--- src/rtl/ctrl_pkg.sv ---
// ctrl_pkg: shared definitions for the pipeline control slice.
//   - RV32 opcode / funct constants used by the decoder
//   - immediate and result select encodings
//   - ALU operation enum (base ops in 0..9, RV32M ops at 5'b10_fff)
//   - control FSM state enum
//   - ctrl_bundle_t, the per-instruction control word staged D->E->M->W
package ctrl_pkg;

    localparam int ALUOP_W = 5;

    localparam logic [6:0] OP_LOAD     = 7'b0000011;
    localparam logic [6:0] OP_MISC_MEM = 7'b0001111;
    localparam logic [6:0] OP_IMM      = 7'b0010011;
    localparam logic [6:0] OP_AUIPC    = 7'b0010111;
    localparam logic [6:0] OP_STORE    = 7'b0100011;
    localparam logic [6:0] OP_REG      = 7'b0110011;
    localparam logic [6:0] OP_LUI      = 7'b0110111;
    localparam logic [6:0] OP_BRANCH   = 7'b1100011;
    localparam logic [6:0] OP_JALR     = 7'b1100111;
    localparam logic [6:0] OP_JAL      = 7'b1101111;
    localparam logic [6:0] OP_SYSTEM   = 7'b1110011;

    localparam logic [6:0]  F7_BASE    = 7'b0000000;
    localparam logic [6:0]  F7_ALT     = 7'b0100000;
    localparam logic [6:0]  F7_MULDIV  = 7'b0000001;
    localparam logic [11:0] F12_ECALL  = 12'h000;
    localparam logic [11:0] F12_EBREAK = 12'h001;

    localparam logic [2:0] IMM_I = 3'd0;
    localparam logic [2:0] IMM_S = 3'd1;
    localparam logic [2:0] IMM_B = 3'd2;
    localparam logic [2:0] IMM_J = 3'd3;
    localparam logic [2:0] IMM_U = 3'd4;

    localparam logic [1:0] RES_ALU = 2'd0;
    localparam logic [1:0] RES_MEM = 2'd1;
    localparam logic [1:0] RES_PC4 = 2'd2;
    localparam logic [1:0] RES_IMM = 2'd3;

    // ALUSrc[1] selects PC as operand A, ALUSrc[0] selects the immediate as B
    localparam logic [1:0] SRC_REG    = 2'b00;
    localparam logic [1:0] SRC_IMM    = 2'b01;
    localparam logic [1:0] SRC_PC_IMM = 2'b11;

    typedef enum logic [ALUOP_W-1:0] {
        ALU_ADD    = 5'd0,
        ALU_SUB    = 5'd1,
        ALU_SLL    = 5'd2,
        ALU_SLT    = 5'd3,
        ALU_SLTU   = 5'd4,
        ALU_XOR    = 5'd5,
        ALU_SRL    = 5'd6,
        ALU_SRA    = 5'd7,
        ALU_OR     = 5'd8,
        ALU_AND    = 5'd9,
        ALU_MUL    = 5'd16,
        ALU_MULH   = 5'd17,
        ALU_MULHSU = 5'd18,
        ALU_MULHU  = 5'd19,
        ALU_DIV    = 5'd20,
        ALU_DIVU   = 5'd21,
        ALU_REM    = 5'd22,
        ALU_REMU   = 5'd23
    } alu_op_e;

    typedef enum logic [1:0] {
        ST_RUN    = 2'd0,
        ST_MDWAIT = 2'd1,
        ST_HALT   = 2'd2
    } state_e;

    typedef struct packed {
        logic       valid;
        logic       regwrite;
        logic       memwrite;
        logic [1:0] resultsrc;
        logic [1:0] alusrc;
        alu_op_e    aluctrl;
        logic       branch;
        logic       jump;
        logic [2:0] funct3;
        logic       muldiv;
        logic       ecall;
        logic       ebreak;
        logic       illegal;
    } ctrl_bundle_t;

    localparam ctrl_bundle_t BUBBLE = '0;

    // Base integer op from funct3; alt selects SUB / SRA
    function automatic alu_op_e alu_from_funct3(input logic [2:0] f3, input logic alt);
        alu_op_e op;
        op = ALU_ADD;
        case (f3)
            3'b000:  op = alt ? ALU_SUB : ALU_ADD;
            3'b001:  op = ALU_SLL;
            3'b010:  op = ALU_SLT;
            3'b011:  op = ALU_SLTU;
            3'b100:  op = ALU_XOR;
            3'b101:  op = alt ? ALU_SRA : ALU_SRL;
            3'b110:  op = ALU_OR;
            default: op = ALU_AND;
        endcase
        return op;
    endfunction

endpackage

--- src/rtl/ctrl_dec.sv ---
// ctrl_dec: combinational D-stage decoder (RV32I, plus RV32M when EN_M=1).
//   op, funct3, funct7, funct12 : instruction fields of the D-stage word
//   imm_src                     : immediate format select
//   ctrl                        : control bundle for the instruction in D
// Unknown encodings (and M ops when EN_M=0) produce illegal=1 with no
// write enables, so they can only trap.
module ctrl_dec
    import ctrl_pkg::*;
#(
    parameter bit EN_M = 1'b1
) (
    input  logic [6:0]   op,
    input  logic [2:0]   funct3,
    input  logic [6:0]   funct7,
    input  logic [11:0]  funct12,
    output logic [2:0]   imm_src,
    output ctrl_bundle_t ctrl
);

    always_comb begin
        ctrl         = BUBBLE;
        ctrl.valid   = 1'b1;
        ctrl.funct3  = funct3;
        ctrl.aluctrl = ALU_ADD;
        imm_src      = IMM_I;
        case (op)
            OP_LOAD: begin
                if (funct3 == 3'b011 || funct3[2:1] == 2'b11) begin
                    ctrl.illegal = 1'b1;
                end else begin
                    ctrl.regwrite  = 1'b1;
                    ctrl.alusrc    = SRC_IMM;
                    ctrl.resultsrc = RES_MEM;
                end
            end
            OP_STORE: begin
                imm_src = IMM_S;
                if (funct3[2] || funct3 == 3'b011) begin
                    ctrl.illegal = 1'b1;
                end else begin
                    ctrl.memwrite = 1'b1;
                    ctrl.alusrc   = SRC_IMM;
                end
            end
            OP_REG: begin
                if (funct7 == F7_BASE ||
                    (funct7 == F7_ALT && (funct3 == 3'b000 || funct3 == 3'b101))) begin
                    ctrl.regwrite = 1'b1;
                    ctrl.aluctrl  = alu_from_funct3(funct3, funct7[5]);
                end else if (EN_M && funct7 == F7_MULDIV) begin
                    ctrl.regwrite = 1'b1;
                    ctrl.muldiv   = 1'b1;
                    ctrl.aluctrl  = alu_op_e'({2'b10, funct3});
                end else begin
                    ctrl.illegal = 1'b1;
                end
            end
            OP_IMM: begin
                // only the shift-immediates constrain the upper bits
                if ((funct3 == 3'b001 && funct7 != F7_BASE) ||
                    (funct3 == 3'b101 && funct7 != F7_BASE && funct7 != F7_ALT)) begin
                    ctrl.illegal = 1'b1;
                end else begin
                    ctrl.regwrite = 1'b1;
                    ctrl.alusrc   = SRC_IMM;
                    ctrl.aluctrl  = alu_from_funct3(funct3, funct3 == 3'b101 && funct7[5]);
                end
            end
            OP_LUI: begin
                imm_src        = IMM_U;
                ctrl.regwrite  = 1'b1;
                ctrl.resultsrc = RES_IMM;
            end
            OP_AUIPC: begin
                imm_src       = IMM_U;
                ctrl.regwrite = 1'b1;
                ctrl.alusrc   = SRC_PC_IMM;
            end
            OP_BRANCH: begin
                imm_src = IMM_B;
                if (funct3[2:1] == 2'b01) begin
                    ctrl.illegal = 1'b1;
                end else begin
                    // EQ/NE look at Zero of a subtract, the rest at bit 0 of SLT(U)
                    ctrl.branch  = 1'b1;
                    ctrl.aluctrl = funct3[2] ? (funct3[1] ? ALU_SLTU : ALU_SLT) : ALU_SUB;
                end
            end
            OP_JAL: begin
                imm_src        = IMM_J;
                ctrl.regwrite  = 1'b1;
                ctrl.jump      = 1'b1;
                ctrl.resultsrc = RES_PC4;
            end
            OP_JALR: begin
                if (funct3 != 3'b000) begin
                    ctrl.illegal = 1'b1;
                end else begin
                    ctrl.regwrite  = 1'b1;
                    ctrl.jump      = 1'b1;
                    ctrl.alusrc    = SRC_IMM;
                    ctrl.resultsrc = RES_PC4;
                end
            end
            OP_MISC_MEM: begin
                // FENCE is a no-op in this in-order core
            end
            OP_SYSTEM: begin
                if (funct3 == 3'b000 && funct12 == F12_ECALL) begin
                    ctrl.ecall = 1'b1;
                end else if (funct3 == 3'b000 && funct12 == F12_EBREAK) begin
                    ctrl.ebreak = 1'b1;
                end else begin
                    ctrl.illegal = 1'b1;
                end
            end
            default: ctrl.illegal = 1'b1;
        endcase
    end

endmodule

--- src/rtl/ctrl_pipe.sv ---
// ctrl_pipe: pipeline control for a 5-stage RV32 core.
// Decodes the D-stage instruction (ctrl_dec), stages the control bundle
// through E, M and W, resolves branches in E, and runs a RUN/MDWAIT/HALT
// FSM for the multi-cycle mul/div unit and for traps.
//   clk, rst_n            : clock, asynchronous active-low reset
//   opD/funct3D/funct7D/funct12D : D-stage instruction fields
//   FlushE                : bubble request for E from the hazard unit
//   ZeroE, ALUResultEb0   : ALU flags for branch resolution
//   md_done, resume       : mul/div completion, debugger release from HALT
//   ImmSrcD               : immediate select (combinational)
//   RegWrite*/MemWrite*/ResultSrc*/ALUSrcE/ALUControlE : staged controls
//   PCSrcE                : branch/jump taken
//   md_start              : one-cycle start to the mul/div unit
//   stall_o               : freezes F, D and E
//   trap_valid/trap_cause : one-cycle trap pulse, cause 0=ECALL 1=EBREAK/illegal
//   halted                : core is in HALT
module ctrl_pipe
    import ctrl_pkg::*;
#(
    parameter bit EN_M      = 1'b1,
    parameter int ALUCTRL_W = 5
) (
    input  logic                 clk,
    input  logic                 rst_n,
    input  logic [6:0]           opD,
    input  logic [2:0]           funct3D,
    input  logic [6:0]           funct7D,
    input  logic [11:0]          funct12D,
    input  logic                 FlushE,
    input  logic                 ZeroE,
    input  logic                 ALUResultEb0,
    input  logic                 md_done,
    input  logic                 resume,
    output logic [2:0]           ImmSrcD,
    output logic                 RegWriteE,
    output logic                 RegWriteM,
    output logic                 RegWriteW,
    output logic                 MemWriteE,
    output logic                 MemWriteM,
    output logic [1:0]           ResultSrcE,
    output logic [1:0]           ResultSrcM,
    output logic [1:0]           ResultSrcW,
    output logic [1:0]           ALUSrcE,
    output logic [ALUCTRL_W-1:0] ALUControlE,
    output logic                 PCSrcE,
    output logic                 md_start,
    output logic                 stall_o,
    output logic                 trap_valid,
    output logic                 trap_cause,
    output logic                 halted
);

    ctrl_bundle_t dec_d;
    ctrl_bundle_t bun_p0;
    ctrl_bundle_t bun_p1;
    ctrl_bundle_t bun_p2;
    state_e       state;
    logic         vld_p0;
    logic         md_e;
    logic         trap_e;
    logic         cond_e;
    logic         unused_w;

    ctrl_dec #(.EN_M(EN_M)) u_dec (
        .op      (opD),
        .funct3  (funct3D),
        .funct7  (funct7D),
        .funct12 (funct12D),
        .imm_src (ImmSrcD),
        .ctrl    (dec_d)
    );

    assign vld_p0 = bun_p0.valid;
    assign md_e   = vld_p0 && bun_p0.muldiv;
    assign trap_e = vld_p0 && (bun_p0.ecall || bun_p0.ebreak || bun_p0.illegal);

    assign stall_o = (state == ST_RUN && md_e) ||
                     (state == ST_MDWAIT && !md_done) ||
                     (state == ST_HALT);

    // Start and trap fire only from RUN, so an op held in E through MDWAIT
    // cannot restart the unit, and a reset release never produces a pulse.
    assign md_start   = (state == ST_RUN) && md_e;
    assign trap_valid = (state == ST_RUN) && trap_e;
    assign trap_cause = trap_valid && (bun_p0.ebreak || bun_p0.illegal);
    assign halted     = (state == ST_HALT);

    always_comb begin
        cond_e = 1'b0;
        case (bun_p0.funct3)
            3'b000:          cond_e = ZeroE;
            3'b001:          cond_e = !ZeroE;
            3'b100, 3'b110:  cond_e = ALUResultEb0;
            3'b101, 3'b111:  cond_e = !ALUResultEb0;
            default:         cond_e = 1'b0;
        endcase
    end

    assign PCSrcE = !stall_o && vld_p0 && (bun_p0.jump || (bun_p0.branch && cond_e));

    always_ff @(posedge clk or negedge rst_n) begin
        if (!rst_n) begin
            state <= ST_RUN;
        end else begin
            case (state)
                ST_RUN: begin
                    if (md_e)        state <= ST_MDWAIT;
                    else if (trap_e) state <= ST_HALT;
                end
                ST_MDWAIT: if (md_done) state <= ST_RUN;
                ST_HALT:   if (resume)  state <= ST_RUN;
                default:   state <= ST_RUN;
            endcase
        end
    end

    always_ff @(posedge clk or negedge rst_n) begin
        if (!rst_n) begin
            bun_p0 <= BUBBLE;
            bun_p1 <= BUBBLE;
            bun_p2 <= BUBBLE;
        end else begin
            // D -> E: a hold wins over FlushE; a trapping op is dropped
            if (!stall_o) begin
                bun_p0 <= (FlushE || trap_valid) ? BUBBLE : dec_d;
            end
            // E -> M: bubble while E is held or trapping
            bun_p1 <= (stall_o || trap_valid) ? BUBBLE : bun_p0;
            // M -> W
            bun_p2 <= bun_p1;
        end
    end

    assign RegWriteE   = bun_p0.regwrite;
    assign MemWriteE   = bun_p0.memwrite;
    assign ResultSrcE  = bun_p0.resultsrc;
    assign ALUSrcE     = bun_p0.alusrc;
    assign ALUControlE = ALUCTRL_W'(bun_p0.aluctrl);
    assign RegWriteM   = bun_p1.regwrite;
    assign MemWriteM   = bun_p1.memwrite;
    assign ResultSrcM  = bun_p1.resultsrc;
    assign RegWriteW   = bun_p2.regwrite;
    assign ResultSrcW  = bun_p2.resultsrc;

    // W only needs the write enable and result select
    assign unused_w = ^bun_p2;

endmodule

--- config.mk ---
export PLATFORM = sky130hd
export DESIGN_NAME = ctrl_pipe
export DESIGN_NICKNAME = d
export VERILOG_FILES = /design/src/rtl/ctrl_pkg.sv /design/src/rtl/ctrl_dec.sv /design/src/rtl/ctrl_pipe.sv
export SDC_FILE = /design/constraint.sdc
export NUM_CORES = 1
export LEC_CHECK = 0
export BUFFER_PORTS_ARGS = -buffer_cell sky130_fd_sc_hd__buf_4
export CAP_MARGIN = 15
export CORE_MARGIN = 2
export CORE_UTILIZATION = 45
export CTS_CLUSTER_DIAMETER = 120
export DETAILED_ROUTE_END_ITERATION = 8
export GPL_TIMING_DRIVEN = 0
export PLACE_DENSITY = 0.76
export SLEW_MARGIN = 25
export SYNTH_ARGS = -nofsm -noshare
export SYNTH_HDL_FRONTEND = slang
export SYNTH_SLANG_ARGS = --single-unit
--- constraint.sdc ---
create_clock -name clk -period 1.6 [get_ports clk]
set_input_delay 0.24 -clock clk [delete_from_list [all_inputs] [get_ports clk]]
set_output_delay 0.24 -clock clk [all_outputs]
set_load 0.01 [all_outputs]
-- Word-level counts from Yosys, hierarchy flattened
Index checks and enable logic that the tools add are counted.
- reduce and logical (&&, ||, !) cells: 46
- eq/ne operators: 33
- mux-type cells: 52
- operators by type and width (operator ; count):
    5-bit one-hot mux with 7 select lines ; 2
    7-bit by 6-bit == test with 1-bit output (second input constant) ; 4
    7-bit == test (second input constant) ; 4
    1-bit two-way mux ; 25
    3-bit == test (second input constant) ; 7
    21-bit two-way mux ; 1
    20-bit two-way mux ; 1
    1-bit logical AND ; 16
    5-bit two-way mux ; 3
    5-bit one-hot mux with 3 select lines ; 1
    7-bit by 5-bit == test with 1-bit output (second input constant) ; 2
    1-bit logical OR ; 13
    12-bit by 1-bit == test with 1-bit output (second input constant) ; 1
    12-bit logical NOT ; 1
    2-bit two-way mux ; 6
    6-bit two-way mux ; 2
    3-bit one-hot mux with 4 select lines ; 1
    2-bit one-hot mux with 5 select lines ; 1
    1-bit one-hot mux with 8 select lines ; 1
    2-bit one-hot mux with 4 select lines ; 1
    7-bit by 1-bit == test with 1-bit output (second input constant) ; 1
    7-bit by 2-bit == test with 1-bit output (second input constant) ; 1
    7-bit by 4-bit == test with 1-bit output (second input constant) ; 1
    7-bit logical NOT ; 1
    other kinds (22) ; 34
- input port bits: 36
- register bits: 30

-- Longest topological paths before layout
Gate-level depths: netlist (run 1).
- word-level depth: 7
- depth in mapped cells: 6
- depth with buffers taken out: 5

-- Hierarchy
A second synthesis (run 1) with hierarchy kept.
- cell total of the unflattened synthesis: 264
- area, all modules: 2341.0 sq um
- by module, submodules not included (module ; sequential area each (sq um) ; cells each ; area an instance (sq um) ; times used):
    ctrl_pipe ; 750.7 ; 137 ; 1570.3 ; 1
    ctrl_dec ; 0.0 ; 127 ; 770.7 ; 1

-- Least setup slack after synthesis (run 1)
No wires, ideal clock.
- path type: flip-flop to output port
- start point: reg bun_p0, in the netlist vld_p0
- end point: out PCSrcE
- slack: -236 ps
- arrival time: 1596 ps
- required time: 1360 ps
- cell stages (with the launch flop): 6
- cells stage by stage: dfrtp_1 -> a211o_1 -> and2_1 -> clkbuf_1 -> clkbuf_1 -> nor3b_1
- word-level cells in the longest chain between the ends: 7
- ends and longest elaborated chain (what ; line ; text):
    start: declaration ; ctrl_pipe.sv:54 ; ctrl_bundle_t bun_p0;
    start signal: assignment ; ctrl_pipe.sv:125 ; bun_p0 <= (FlushE || trap_valid) ? BUBBLE : dec_d;
    1-bit logical AND ; ctrl_pipe.sv:74 ; assign md_e = vld_p0 && bun_p0.muldiv;
    1-bit logical AND ; ctrl_pipe.sv:77 ; assign stall_o = (state == ST_RUN && md_e) ||
    1-bit logical OR ; ctrl_pipe.sv:77 ;
    1-bit logical OR ; ctrl_pipe.sv:78 ; (state == ST_MDWAIT && !md_done) ||
    via stall_o ; ctrl_pipe.sv:47 ; output logic stall_o,
    1-bit logical NOT ; n/a ;
    1-bit logical AND (2 in series) ; ctrl_pipe.sv:99 ; assign PCSrcE = !stall_o && vld_p0 && (bun_p0.jump || (bun_p0.branch && cond_e));
    end: declaration ; ctrl_pipe.sv:45 ; output logic PCSrcE,
The timed path passes the listed nets, and every way through them passes these cells.

-- Final worst setup path (run 1)
- start point: reg bun_p0, in the netlist vld_p0
- end point: out PCSrcE
- word-level cells in the longest chain between the ends: 7
- ends and longest elaborated chain (what ; line):
    1-bit logical AND ; ctrl_pipe.sv:74
    1-bit logical AND ; ctrl_pipe.sv:77
    1-bit logical OR ; ctrl_pipe.sv:77
    1-bit logical OR ; ctrl_pipe.sv:78
    1-bit logical NOT ; n/a
    1-bit logical AND (*) (2 in series) ; ctrl_pipe.sv:99
Every way passes the cells marked *; elsewhere a longest branch is shown, timed or not.

==> flow_metrics.py, run 1 <==
metrics = {
    "outcome": {
        "outcome": "complete, but fails checks",
        "violations": "negative setup slack",
    },
    "sta": {
        "fin_ws_ps": -294,
        "setup_viol": 23,
        "hold_violations": 0,
        "worst_slew_pin_slew_ps": 538,
        "finClkSkew_ps": 2.86,
        "fin_setup_tns_ps": -2100,
        "timing.final.crit_share": 1.18,
        "period_minus_slack_ps": 1890,
        "rsz0062_at_grt": "yes",
        "max_freq_mhz": 528,
        "slew_headroom": 0.638,
        "maxSlewViolCount": 0,
    },
    "die": {
        "die_y_um": 67.5,
        "core_mm2": 0.00394,
        "dieArea_mm2": 0.00456,
        "io_pins": 63,
        "die_w_um": 67.5,
        "row_count": 23,
        "start_util": 0.460,
    },
    "final_layout": {
        "layout_commonest_cell": "buf_4",
        "utilization": 0.718,
        "layout_common_cells": "buf_4, dfrtp_1, nand2_1, buf_6, nor2_1",
        "stdcell_count": 341,
        "synthToLayoutAreaGrowth_pct": 56.0,
        "nets": 327,
        "drive_gt1_frac": 0.457,
        "diodes": 0,
        "fill_cells": 311,
        "finalInstanceArea_mm2": 0.00283,
    },
    "grt": {
        "grt_pass1_wl_mm": 7.53,
        "grt_overflow": 0,
        "grt_start_max_net_pins": 31,
        "grt_pass1_vias": 1650,
        "antenna_found_initial": 0,
        "grt_usage": 0.225,
    },
    "route": {
        "routed_wirelength_mm": 5.19,
        "drt-initial-drc-count": 102,
        "drcViolationCount": 0,
        "dr.pass1.iters": 4,
        "ant_nets": 0,
        "vias": 1935,
        "via_per_inst": 5.67,
        "drt-wirelength-per-cell_um": 15.2,
    },
    "synthesis": {
        "ys_warn_count": 0,
        "synth-edff-count": 0,
        "yosys.area_share.xor_xnor": 0.0145,
        "synth_top_family_by_area": "simple AND/OR/NAND/NOR gates",
        "syn_nets": 241,
        "synthDistinctLibCells": 50,
        "yosysSeqAreaShare": 0.414,
        "synthArstFlopShare": 1.00,
        "ys_top_cells_by_area": "dfrtp_1, nand2_1, buf_4",
        "synthFlopType": "dfrtp_1",
        "syn_avg_cell_area_um2": 8.86,
        "synth-simple-area-share": 0.289,
        "synth_compound_area_frac": 0.215,
        "synth_top_area_cell": "dfrtp_1",
        "yosys-mux-area-fraction": 0,
        "synthCells": 205,
        "netlist_area_mm2": 0.00182,
        "synth-adder-area-share": 0,
        "synth_top_area_share": 0.414,
        "ys_ff_latch": 30,
    },
    "clocking": {
        "cts.path.max_buffers": 2,
        "clk_latency_ps": 280,
        "cts-root-buf": "clkbuf_8",
        "htreeDepth": 2,
        "cts.clk_slew.worst_paths_ps": 60,
        "cts_sinks": 30,
        "tritoncts": "built",
        "cts_buffers": 5,
    },
    "setup_path": {
        "end_kind": "output pin",
        "crit_chain": "a211o_1, and2_4, clkbuf_16, nor3b_4, buf_6",
        "crit_path_top_delay_cell": "dfrtp_1",
        "critPathArrivalTime_ps": 1650,
        "critPathLaunchType": "flip-flop",
        "max_stage_delay_ps": 390,
        "critPathKind": "reg -> out",
        "cp_data_required_time_ps": 1360,
        "crit_fanout": 3,
    },
    "placed_design": {
        "place_congestion": 0.934,
        "io_buffers": 61,
        "place_area_mm2": 0.00238,
        "dp.cells": 316,
        "dp_hpwl_mm": 3.52,
    },
    "flow_run": {
        "maxCapViolCount": 0,
    },
    "min_path": {
        "holdCritPathClass": "in -> reg",
    },
    "power": {
        "p_leak_nw": 1.31,
        "p_per_area_mw_per_mm2": 953,
        "power.total_mw": 2.70,
        "vdd_drop_max_v": 0.000470,
    },
}
## report_power, final
| group | switching [mW] | internal (mW) |
|---|---|---|
| combinational | 0.598 | 0.660 |
| sequential | 0.0580 | 0.822 |
| clock | 0.261 | 0.298 |
| total | 0.917 | 1.78 |
## Yosys cell counts, drive strengths merged, types with 6 or more instances
library cell / number
o21ai: 18
nand3: 6
nor2: 9
nand2: 27
dfrtp: 30
a21oi: 6
nor3: 7
buf: 11
and2: 7
clkbuf: 7
nor4: 6
## timing repair
action                     in CTS  in global routing
pin swaps                       8                 14
setup buffers                  10                  9
hold endpoints to repair       30                  0
setup endpoints to repair      26                 26
resized for setup              20                 44
gates cloned                    0                  1
hold buffers                    1                  0
## cell families (layout without fill, tap and decap cells)
family,after synthesis,in the layout
XOR/XNOR,3,3
buffers and inverters,23,108
flip-flops,30,30
AND/OR/NAND/NOR,93,94
AO/OA/AOI/OAI,56,56
## area by class of cell
| cell class | count | area, µm² | share of cell area |
|---|---|---|---|
| buffer | 16 | 138 | 0.0486 |
| clock buffer | 7 | 76.3 | 0.0270 |
| inverter | 5 | 18.8 | 0.00663 |
| multi-input combinational | 153 | 1130 | 0.400 |
| sequential | 30 | 752 | 0.266 |
| tap | 50 | 62.6 | 0.0221 |
| timing repair buffer | 80 | 652 | 0.230 |
## stage by stage
step | setup slack (ps) | hold slack (ps)
2_1_floorplan | -5.83 | -55.6
3_3_place_gp | -462 | 185
3_5_place_dp | -474 | 184
4_1_cts | -360 | 138
5_1_grt | -342 | 136
6_report | -294 | 138
## per-layer routing
metal	routed length, µm	vias up	track usage
met5	0	-	0
met4	97	0	0.110
met3	296	8	0.0450
met2	2700	70	0.362
met1	2090	936	0.288
li1	-	921	-
## critical path: cells and delay by family, from the launching register on
kind                   cells  cell delay [ps]
AO/OA/AOI/OAI              1              330
buffers and inverters      2              270
flip-flops                 1              390
AND/OR/NAND/NOR            2              380
## sequential cells by signal (all words and copies together), names as in the netlist, 2 cells and up
signal,count
ResultSrcE,2
ResultSrcM,2
ALUSrcE,2
ALUControlE,5
state,2
bun_p0,9
ResultSrcW,2
## worst paths after layout
check | startpoint | to | slack (ps) | cells past startpoint
worst max-delay path | vld_p0 | PCSrcE | -290 | 5
worst min-delay path | funct12D[0] | bun_p0[2] | 140 | 2
worst max register to register | vld_p0 | ALUControlE[2] | -170 | 6
worst min register to register | RegWriteM | RegWriteW | 380 | 0
max in group asynchronous | rst_n | state[0] | 880 | 2
min in group asynchronous | rst_n | ResultSrcW[1] | 420 | 2
(Power assumes the default switching activity.)
==> run 2: changes to the inputs <==
--- a/config.mk
+++ b/config.mk
@@ -12,7 +12,7 @@
 export CTS_CLUSTER_DIAMETER = 120
 export DETAILED_ROUTE_END_ITERATION = 8
 export GPL_TIMING_DRIVEN = 0
-export PLACE_DENSITY = 0.76
+export PLACE_DENSITY = 0.8
 export SLEW_MARGIN = 25
 export SYNTH_ARGS = -nofsm -noshare
 export SYNTH_HDL_FRONTEND = slang
==> run 2 against run 1 <==
The run still ends with negative setup slack left. Flip-flop and latch count is the same. Clock skew up 2.0 ps. Utilization is 0.57 points lower. Setup slack improved by 29 ps. Clock-buffer cell count is the same. Cell count is 0.29% lower. Largest cell class unchanged. Register-to-register slack lost 50 ps. Critical endpoint unchanged. Critical path depth is the same. Combinational power about the same. Global-route usage increased by 0.10 points.
==> flow_metrics.py, run 2 (same netlist as run 1, synthesis figures left out) <==
metrics = {
    "outcome": {
        "outcome": "complete, but fails checks",
        "violations": "negative setup slack",
    },
    "clocking": {
        "cts_sinks": 30,
        "cts_buffers": 5,
        "cts.path.max_buffers": 2,
        "cts.clk_slew.worst_paths_ps": 60,
        "cts-root-buf": "clkbuf_8",
        "htreeDepth": 2,
        "clk_latency_ps": 280,
        "tritoncts": "built",
    },
    "die": {
        "io_pins": 63,
        "row_count": 23,
        "die_y_um": 67.5,
        "die_w_um": 67.5,
        "start_util": 0.460,
        "dieArea_mm2": 0.00456,
        "core_mm2": 0.00394,
    },
    "sta": {
        "fin_setup_tns_ps": -3330,
        "holdWs_ps": 131,
        "finClkSkew_ps": 4.88,
        "hold_violations": 0,
        "timing.final.crit_share": 1.17,
        "max_freq_mhz": 536,
        "fin_ws_ps": -265,
        "period_minus_slack_ps": 1860,
        "worst_slew_pin_slew_ps": 515,
        "rsz0062_at_grt": "yes",
        "maxSlewViolCount": 0,
        "setup_viol": 28,
        "slew_headroom": 0.656,
    },
    "placed_design": {
        "io_buffers": 61,
        "place_area_mm2": 0.00238,
        "dp_hpwl_mm": 3.52,
        "place_congestion": 0.902,
        "dp_slack_ps": -470,
    },
    "route": {
        "routed_wirelength_mm": 5.08,
        "dr.pass1.iters": 4,
        "drt-wirelength-per-cell_um": 15.0,
        "drt-initial-drc-count": 109,
        "ant_nets": 0,
        "via_per_inst": 5.60,
        "vias": 1905,
        "drcViolationCount": 0,
    },
    "final_layout": {
        "utilization": 0.712,
        "layout_common_cells": "buf_4, dfrtp_1, nand2_1, buf_6",
        "synthToLayoutAreaGrowth_pct": 54.7,
        "largest_reg_flops": 9,
        "diodes": 0,
        "top_register": "bun_p0",
        "layout_commonest_cell": "buf_4",
        "nets": 325,
        "finalInstanceArea_mm2": 0.00281,
        "drive_gt1_frac": 0.469,
        "fill_cells": 310,
    },
    "setup_path": {
        "crit_start": "state[0]",
        "crit_chain": "a211o_1, and2_4, clkbuf_16, nor3b_4, buf_6",
        "critPathKind": "reg -> out",
        "max_stage_delay_ps": 450,
        "critPathArrivalTime_ps": 1620,
        "crit_buf_inv": 2,
        "critPathLaunchType": "flip-flop",
        "crit_fanout": 5,
        "crit_path_top_delay_cell": "dfrtp_2",
        "cp_data_required_time_ps": 1360,
        "end_kind": "output pin",
        "cp_top_family": "flip-flops",
        "reg2reg_from": "state[0]",
    },
    "grt": {
        "grt_usage": 0.226,
        "grt_pass1_vias": 1724,
        "antenna_found_initial": 0,
        "grt_pass1_wl_mm": 7.73,
        "grt_overflow": 0,
        "grt_start_max_net_pins": 31,
    },
    "power": {
        "p_int_mw": 1.83,
        "p_leak_nw": 1.30,
        "p_comb_frac": 0.460,
        "swShare": 0.333,
        "power_frac_seq": 0.318,
        "power_frac_clock": 0.222,
        "p_per_area_mw_per_mm2": 978,
        "vdd_drop_max_v": 0.000391,
        "switchingPower_mw": 0.917,
    },
    "min_path": {
        "holdCritPathClass": "in -> reg",
        "worstHoldStart": "funct12D[0]",
    },
    "flow_run": {
        "maxCapViolCount": 0,
    },
}
==> run 2: cell type report <==
| class | instances | area (µm²) | share of cell area |
|---|---|---|---|
| repair buffers | 79 | 629 | 0.224 |
| clock inverters | 1 | 5.00 | 0.00178 |
| well taps | 50 | 62.6 | 0.0223 |
| plain buffers | 15 | 123 | 0.0437 |
| clock buffers | 7 | 86.3 | 0.0307 |
| flip-flops and latches | 30 | 752 | 0.268 |
| inverters | 5 | 18.8 | 0.00668 |
| multi-input cells | 153 | 1130 | 0.403 |
==> run 2: path summary, 6_finish.rpt <==
check,to,slack (ps),cells past startpoint
min in group asynchronous,bun_p0[4],420,2
max in group asynchronous,state[0],880,2
worst max register to register,ALUControlE[2],-220,7
worst max-delay path,PCSrcE,-260,5
worst min register to register,ResultSrcW[1],380,0
worst min-delay path,bun_p0[2],130,2
==> run 2: routing by layer <==
| metal | wire length [µm] | track usage | vias up |
|---|---|---|---|
| li1 | - | - | 921 |
| met2 | 2650 | 0.385 | 79 |
| met3 | 312 | 0.0417 | 9 |
| met4 | 97 | 0.102 | 0 |
| met5 | 0 | 0 | - |
| met1 | 2020 | 0.276 | 896 |
==> run 2: what timing repair did <==
action,CTS,global route
gates cloned,0,1
gates resized for setup,25,29
pin swaps,6,14
hold endpoints to repair,30,0
buffers inserted,12,5
setup endpoints to repair,26,27
hold buffers,1,0
==> run 2: power groups by stage <==
| stage | clock, mW | sequential (mW) | combinational [mW] |
|---|---|---|---|
| finish | 0.609 | 0.875 | 1.26 |
| global route | 0.665 | 0.881 | 1.35 |
| CTS | 0.623 | 0.870 | 1.06 |
| detailed placement | 0 | 0.898 | 0.722 |
| global placement | 0 | 0.895 | 0.715 |
| floorplan | 0 | 0.885 | 0.447 |
==> run 2: through the flow <==
step / std cells / power (mW)
6_report: 340 / 2.75
5_1_grt: 340 / 2.89
4_1_cts: 334 / 2.55
3_5_place_dp: 316 / 1.62
3_3_place_gp: 316 / 1.61
2_1_floorplan: 205 / 1.33
